$ cat src/rtl/vga_layer_compositor.sv
// VGA raster generator plus priority merge of drawing-object colors.
// It also keeps per-frame collision flags between the player layer and every other layer.
module vga_layer_compositor #(
  parameter int          N_LAYERS    = 4,
  parameter logic [7:0]  MASK_VALUE  = 8'h62,
  parameter logic [7:0]  BG_COLOR    = 8'h00,
  parameter int          OBJ_LATENCY = 1,
  parameter int          H_ACTIVE    = 640,
  parameter int          H_FP        = 16,
  parameter int          H_SYNC      = 96,
  parameter int          H_TOTAL     = 800,
  parameter int          V_ACTIVE    = 480,
  parameter int          V_FP        = 10,
  parameter int          V_SYNC      = 2,
  parameter int          V_TOTAL     = 525
) (
  input  logic                     clk,
  input  logic                     resetN,
  input  logic [N_LAYERS-1:0][7:0] layer_color,
  output logic [10:0]              requested_x,
  output logic [10:0]              requested_y,
  output logic                     frame_start,
  output logic [7:0]               rgb_out,
  output logic                     hsync_n,
  output logic                     vsync_n,
  output logic                     blank_n,
  output logic [N_LAYERS-1:0]      collision_flags
);

  typedef struct packed {
    logic act;
    logic hs;
    logic vs;
  } pix_flags_t;

  logic [9:0] r_h, r_v;
  logic [9:0] w_h_nxt, w_v_nxt;
  logic       r_fs;

  always_comb begin
    w_h_nxt = r_h + 10'd1;
    w_v_nxt = r_v;
    if (r_h == 10'(H_TOTAL-1)) begin
      w_h_nxt = '0;
      w_v_nxt = (r_v == 10'(V_TOTAL-1)) ? '0 : r_v + 10'd1;
    end
  end

  // frame_start is decoded from the next counter value, so it is high while the counters read (0, V_ACTIVE).
  always_ff @(posedge clk or negedge resetN) begin
    if (!resetN) begin
      r_h  <= '0;
      r_v  <= '0;
      r_fs <= 1'b0;
    end else begin
      r_h  <= w_h_nxt;
      r_v  <= w_v_nxt;
      r_fs <= (w_h_nxt == '0) && (w_v_nxt == 10'(V_ACTIVE));
    end
  end

  pix_flags_t w_raw;
  always_comb begin
    w_raw     = '0;
    w_raw.act = (r_h < 10'(H_ACTIVE)) && (r_v < 10'(V_ACTIVE));
    w_raw.hs  = (r_h >= 10'(H_ACTIVE+H_FP)) && (r_h <= 10'(H_ACTIVE+H_FP+H_SYNC-1));
    w_raw.vs  = (r_v >= 10'(V_ACTIVE+V_FP)) && (r_v <= 10'(V_ACTIVE+V_FP+V_SYNC-1));
  end

  // Position flags ride along with the request until the object colors come back.
  pix_flags_t [OBJ_LATENCY-1:0] r_pipe;
  always_ff @(posedge clk or negedge resetN) begin
    if (!resetN) begin
      r_pipe <= '0;
    end else begin
      r_pipe[0] <= w_raw;
      for (int i = 1; i < OBJ_LATENCY; i++) r_pipe[i] <= r_pipe[i-1];
    end
  end

  pix_flags_t w_dly;
  assign w_dly = r_pipe[OBJ_LATENCY-1];

  logic [N_LAYERS-1:0] w_opaque;
  logic [N_LAYERS-1:0] w_hit;
  logic [7:0]          w_merge;

  generate
    for (genvar k = 0; k < N_LAYERS; k++) begin : g_lane
      assign w_opaque[k] = (layer_color[k] != MASK_VALUE);
      if (k == 0) begin : g_player
        assign w_hit[k] = 1'b0;
      end else begin : g_other
        assign w_hit[k] = w_dly.act & w_opaque[0] & w_opaque[k];
      end
    end
  endgenerate

  // Scan from lowest priority upward so the lowest opaque index wins.
  always_comb begin
    w_merge = BG_COLOR;
    for (int i = N_LAYERS-1; i >= 0; i--) begin
      if (w_opaque[i]) w_merge = layer_color[i];
    end
  end

  logic [7:0]          r_rgb;
  logic                r_hs_n, r_vs_n, r_blank_n;
  logic [N_LAYERS-1:0] r_acc, r_flags;

  always_ff @(posedge clk or negedge resetN) begin
    if (!resetN) begin
      r_rgb     <= 8'h00;
      r_hs_n    <= 1'b1;
      r_vs_n    <= 1'b1;
      r_blank_n <= 1'b0;
    end else begin
      r_rgb     <= w_dly.act ? w_merge : 8'h00;
      r_hs_n    <= ~w_dly.hs;
      r_vs_n    <= ~w_dly.vs;
      r_blank_n <= w_dly.act;
    end
  end

  // A hit in the frame_start cycle lands in the freshly cleared accumulator.
  always_ff @(posedge clk or negedge resetN) begin
    if (!resetN) begin
      r_acc   <= '0;
      r_flags <= '0;
    end else if (r_fs) begin
      r_flags <= r_acc;
      r_acc   <= w_hit;
    end else begin
      r_acc   <= r_acc | w_hit;
    end
  end

  assign requested_x     = {1'b0, r_h};
  assign requested_y     = {1'b0, r_v};
  assign frame_start     = r_fs;
  assign rgb_out         = r_rgb;
  assign hsync_n         = r_hs_n;
  assign vsync_n         = r_vs_n;
  assign blank_n         = r_blank_n;
  assign collision_flags = r_flags;

endmodule

$ cat config.mk
export PLATFORM = sky130hd
export DESIGN_NAME = vga_layer_compositor
export DESIGN_NICKNAME = d
export VERILOG_FILES = /design/src/rtl/vga_layer_compositor.sv
export SDC_FILE = /design/constraint.sdc
export NUM_CORES = 1
export LEC_CHECK = 0
export CORE_MARGIN = 2
export CORE_UTILIZATION = 46
export DETAILED_ROUTE_END_ITERATION = 6
export PLACE_DENSITY_LB_ADDON = 0.08
export SETUP_SLACK_MARGIN = 0.05
export SLEW_MARGIN = 20
export SYNTH_ARGS = -nofsm -noshare
export SYNTH_HDL_FRONTEND = slang
export SYNTH_SLANG_ARGS = --single-unit
$ cat constraint.sdc
create_clock -name clk -period 2.9 [get_ports clk]
set_input_delay 0.58 -clock clk [delete_from_list [all_inputs] [get_ports clk]]
set_output_delay 0.58 -clock clk [all_outputs]
set_load 0.02 [all_outputs]
==> impl_metrics.py <==
metrics = {
    "run_status": {
        "status": "finished clean",
    },
    "route": {
        "drt_first_iter_violations": 64,
        "dr.pass1.iters": 4,
        "drc": 0,
        "wirelength_mm": 5.32,
        "wl_per_cell_um": 14.7,
        "num_vias": 1930,
        "antenna_left": 0,
        "viasPerCell": 5.33,
    },
    "logic_synthesis": {
        "synthCells": 224,
        "synth_edf_count": 0,
        "ys_warn_count": 0,
        "synth.largest_area_cell": "dfrtp_1",
        "synthTopCellsByCount": "dfrtp_1, nand2_1, nor2_1, o21ai_0, inv_1",
        "synthSimpleGateAreaFrac": 0.268,
        "synthAdderAreaFrac": 0.0276,
        "async_reset_ff_frac": 1.00,
        "synth_ff_type": "dfrtp_1",
        "syn_avg_cell_area_um2": 10.1,
        "synthXorXnorAreaFrac": 0.0503,
        "synth_seq_area_share": 0.454,
        "synthMuxAreaShare": 0.0199,
        "synth_top_family_by_area": "simple AND/OR/NAND/NOR gates",
        "synth_most_common_cell": "dfrtp_1",
        "yosys_register_bits": 41,
        "netlist_top_cells_area": "dfrtp_1, nand2_1, ha_1",
        "yosysTopAreaCellShare": 0.431,
        "syn_area_um2": 2260,
        "synth_compound_area_frac": 0.129,
        "yosysUniqueCellTypes": 55,
    },
    "worst_hold_path": {
        "whs_path_depth": 1,
        "hold_class": "reg -> reg",
        "hp-start": "r_pipe[1]$_DFF_PN0_",
        "whs_endpoint": "hsync_n$_DFF_PN1_",
    },
    "worst_setup_path": {
        "ff2ff_path_depth": 8,
        "r2r_end": "frame_start$_DFF_PN0_",
        "cp_top_family": "simple AND/OR/NAND/NOR gates",
        "crit_buf_inv": 1,
        "critPathMostFrequentCell": "nand4_1",
        "worstPathCellList": "inv_1 -> ha_1 -> nand4_1 -> nor4_4 -> o21ai_2 -> a2111oi_4 -> nand4_1 -> nor4_1",
        "cp_slowest_stage_delay_ps": 440,
        "slowest_stage": "dfrtp_1",
        "end_kind": "flop",
        "required_ps": 3100,
        "critPathArrivalTime_ps": 2530,
        "rrSetupSlack_ps": 560,
        "cp_max_fo": 6,
        "startpoint_type": "flop",
        "critPathKind": "reg -> reg",
        "r2r_start": "r_v[0]$_DFF_PN0_",
    },
    "sta": {
        "period_share": 0.806,
        "period_minus_slack_ps": 2340,
        "setup_viol": 0,
        "relSlewSlack": 0.415,
        "tightest_slew_ps": 878,
        "clock.fmax_mhz": 428,
        "rsz0062_at_grt": "false",
        "fin_skew_ps": 5.75,
        "setup-tns-final_ps": 0,
        "hold_viol_final": 0,
        "timing.hold.ws_ps": 353,
        "drv_slew": 0,
    },
    "final_layout": {
        "fin_util": 0.655,
        "antennaDiodeCount": 0,
        "layout-drive-gt1-share": 0.105,
        "fill_cells": 421,
        "nNetsFinal": 333,
        "area_growth_pct": 36.6,
        "regArea_um2": 1030,
        "multi_input_area_um2": 1130,
        "postLayoutCellArea_um2": 3090,
    },
    "global_routing": {
        "met2_usage": 0.321,
        "overflow": 0,
        "grt_pass1_vias": 1805,
        "grt_max_degree": 42,
        "use_met1": 0.268,
        "antenna_found_initial": 0,
        "grt_busiest_layer": "met2",
        "grt_pass1_wl_mm": 8.38,
        "grt_use_total": 0.200,
        "grtUsageMet3": 0.0447,
    },
    "floorplanning": {
        "num_rows": 25,
        "die_area_um2": 5500,
        "fp.dieW_um": 74.1,
        "initial_core_util": 0.479,
        "die_h_um": 74.1,
        "coreArea_um2": 4720,
        "num_io_pins": 72,
    },
    "clock_tree": {
        "clock_latency_ps": 290,
        "holdBufCountCts": 0,
        "clkSinkCount": 41,
        "cts.repair.resized": 0,
        "cts.htree.levels": 2,
        "cts_tree": "done",
        "clockBufferDepth": 2,
        "clockRootBuffer": "clkbuf_8",
        "postCtsSetupBuffers": 0,
        "clkTransAtPathRegs_ps": 80,
        "cts_buffers": 5,
    },
    "job": {
        "maxCapViolCount": 0,
    },
    "placement": {
        "post_dp_cell_area_um2": 2970,
        "hpwl_mm": 3.90,
        "gp_congestion": 0.851,
        "port_buffers": 68,
    },
    "power_and_ir_drop": {
        "internal_power_uw": 915,
        "p_clk_frac": 0.416,
        "leakagePower_uw": 0.00132,
        "netSwitchingFraction": 0.215,
        "max-vdd-ir-drop_v": 0.000411,
        "p_sw_uw": 250,
        "seqPwrFrac": 0.497,
        "power.density_nw_per_um2": 377,
        "pwr-share-comb": 0.087,
    },
}
## final cells by class
class	instances	share of cell area
well taps	67	0.0271
repair buffers	70	0.223
clock buffers	6	0.0267
inverters	10	0.0121
clock inverters	2	0.0121
flip-flops and latches	41	0.333
multi-input cells	166	0.366
## routing by layer
metal,vias up,share of wire
met4,0,0.017
met1,910,0.46
li1,941,-
met2,71,0.44
met5,-,0
met3,8,0.085
## state kept, by name, indices dropped and copies added (netlist names)
| signal | count |
|---|---|
| rgb_out | 8 |
| blank_n | 1 |
| r_h | 10 |
| frame_start | 1 |
| hsync_n | 1 |
| r_pipe | 3 |
| collision_flags | 3 |
| r_acc | 3 |
| vsync_n | 1 |
| r_v | 10 |
## metrics by stage
step                      setup WS [ps]  power, µW  std cells
after global placement              345        693        354
after detailed placement            346        692        354
after CTS                           544       1180        362
after floorplan                     741        620        226
after global routing                359       1210        362
final                               561       1160        362
## cells in the final DEF (no fill, tap or decap), types with 5 or more instances in the layout
cell type / instances
clkdlybuf4s50_1: 67
dfrtp_1: 39
nand2_1: 24
nor2_1: 15
o21ai_0: 12
inv_1: 10
a21oi_1: 8
nand3_1: 8
nand4_1: 7
nor3_1: 7
xor2_1: 7
xnor2_1: 6
clkbuf_8: 6
nor4b_1: 5
ha_1: 5
## power by group through the flow
stage | Sequential [µW] | Clock [µW] | Combinational, µW
after CTS | 578 | 495 | 103
after detailed placement | 590 | 0 | 102
after global routing | 579 | 518 | 111
final | 578 | 485 | 102
after global placement | 590 | 0 | 103
after floorplan | 598 | 0 | 22.5
## how the worst max path moves through the flow
stage / endpoint / slack (ps) / start / depth (start not counted)
global placement: rgb_out[4]$_DFF_PN0_ / 340 / layer_color[10] / 6
global route: frame_start$_DFF_PN0_ / 360 / r_v[0]$_DFF_PN0_ / 8
floorplan: frame_start$_DFF_PN0_ / 740 / r_v[0]$_DFF_PN0_ / 8
CTS: frame_start$_DFF_PN0_ / 540 / r_v[0]$_DFF_PN0_ / 8
detailed placement: rgb_out[4]$_DFF_PN0_ / 350 / layer_color[10] / 6
finish: frame_start$_DFF_PN0_ / 560 / r_v[0]$_DFF_PN0_ / 8
## logic make-up (layout without fill, tap and decap cells)
kind of cell,Yosys count,count (layout)
other,1,3
xor gates and xnor gates,13,13
muxes,4,4
adders and majority gates,5,5
and+or+nand+nor,99,99
DFF,41,41
AOI/OAI and AO/OA,42,42
buffers and inverters,19,88
Note: power is estimated with default switching activity, not from simulation.
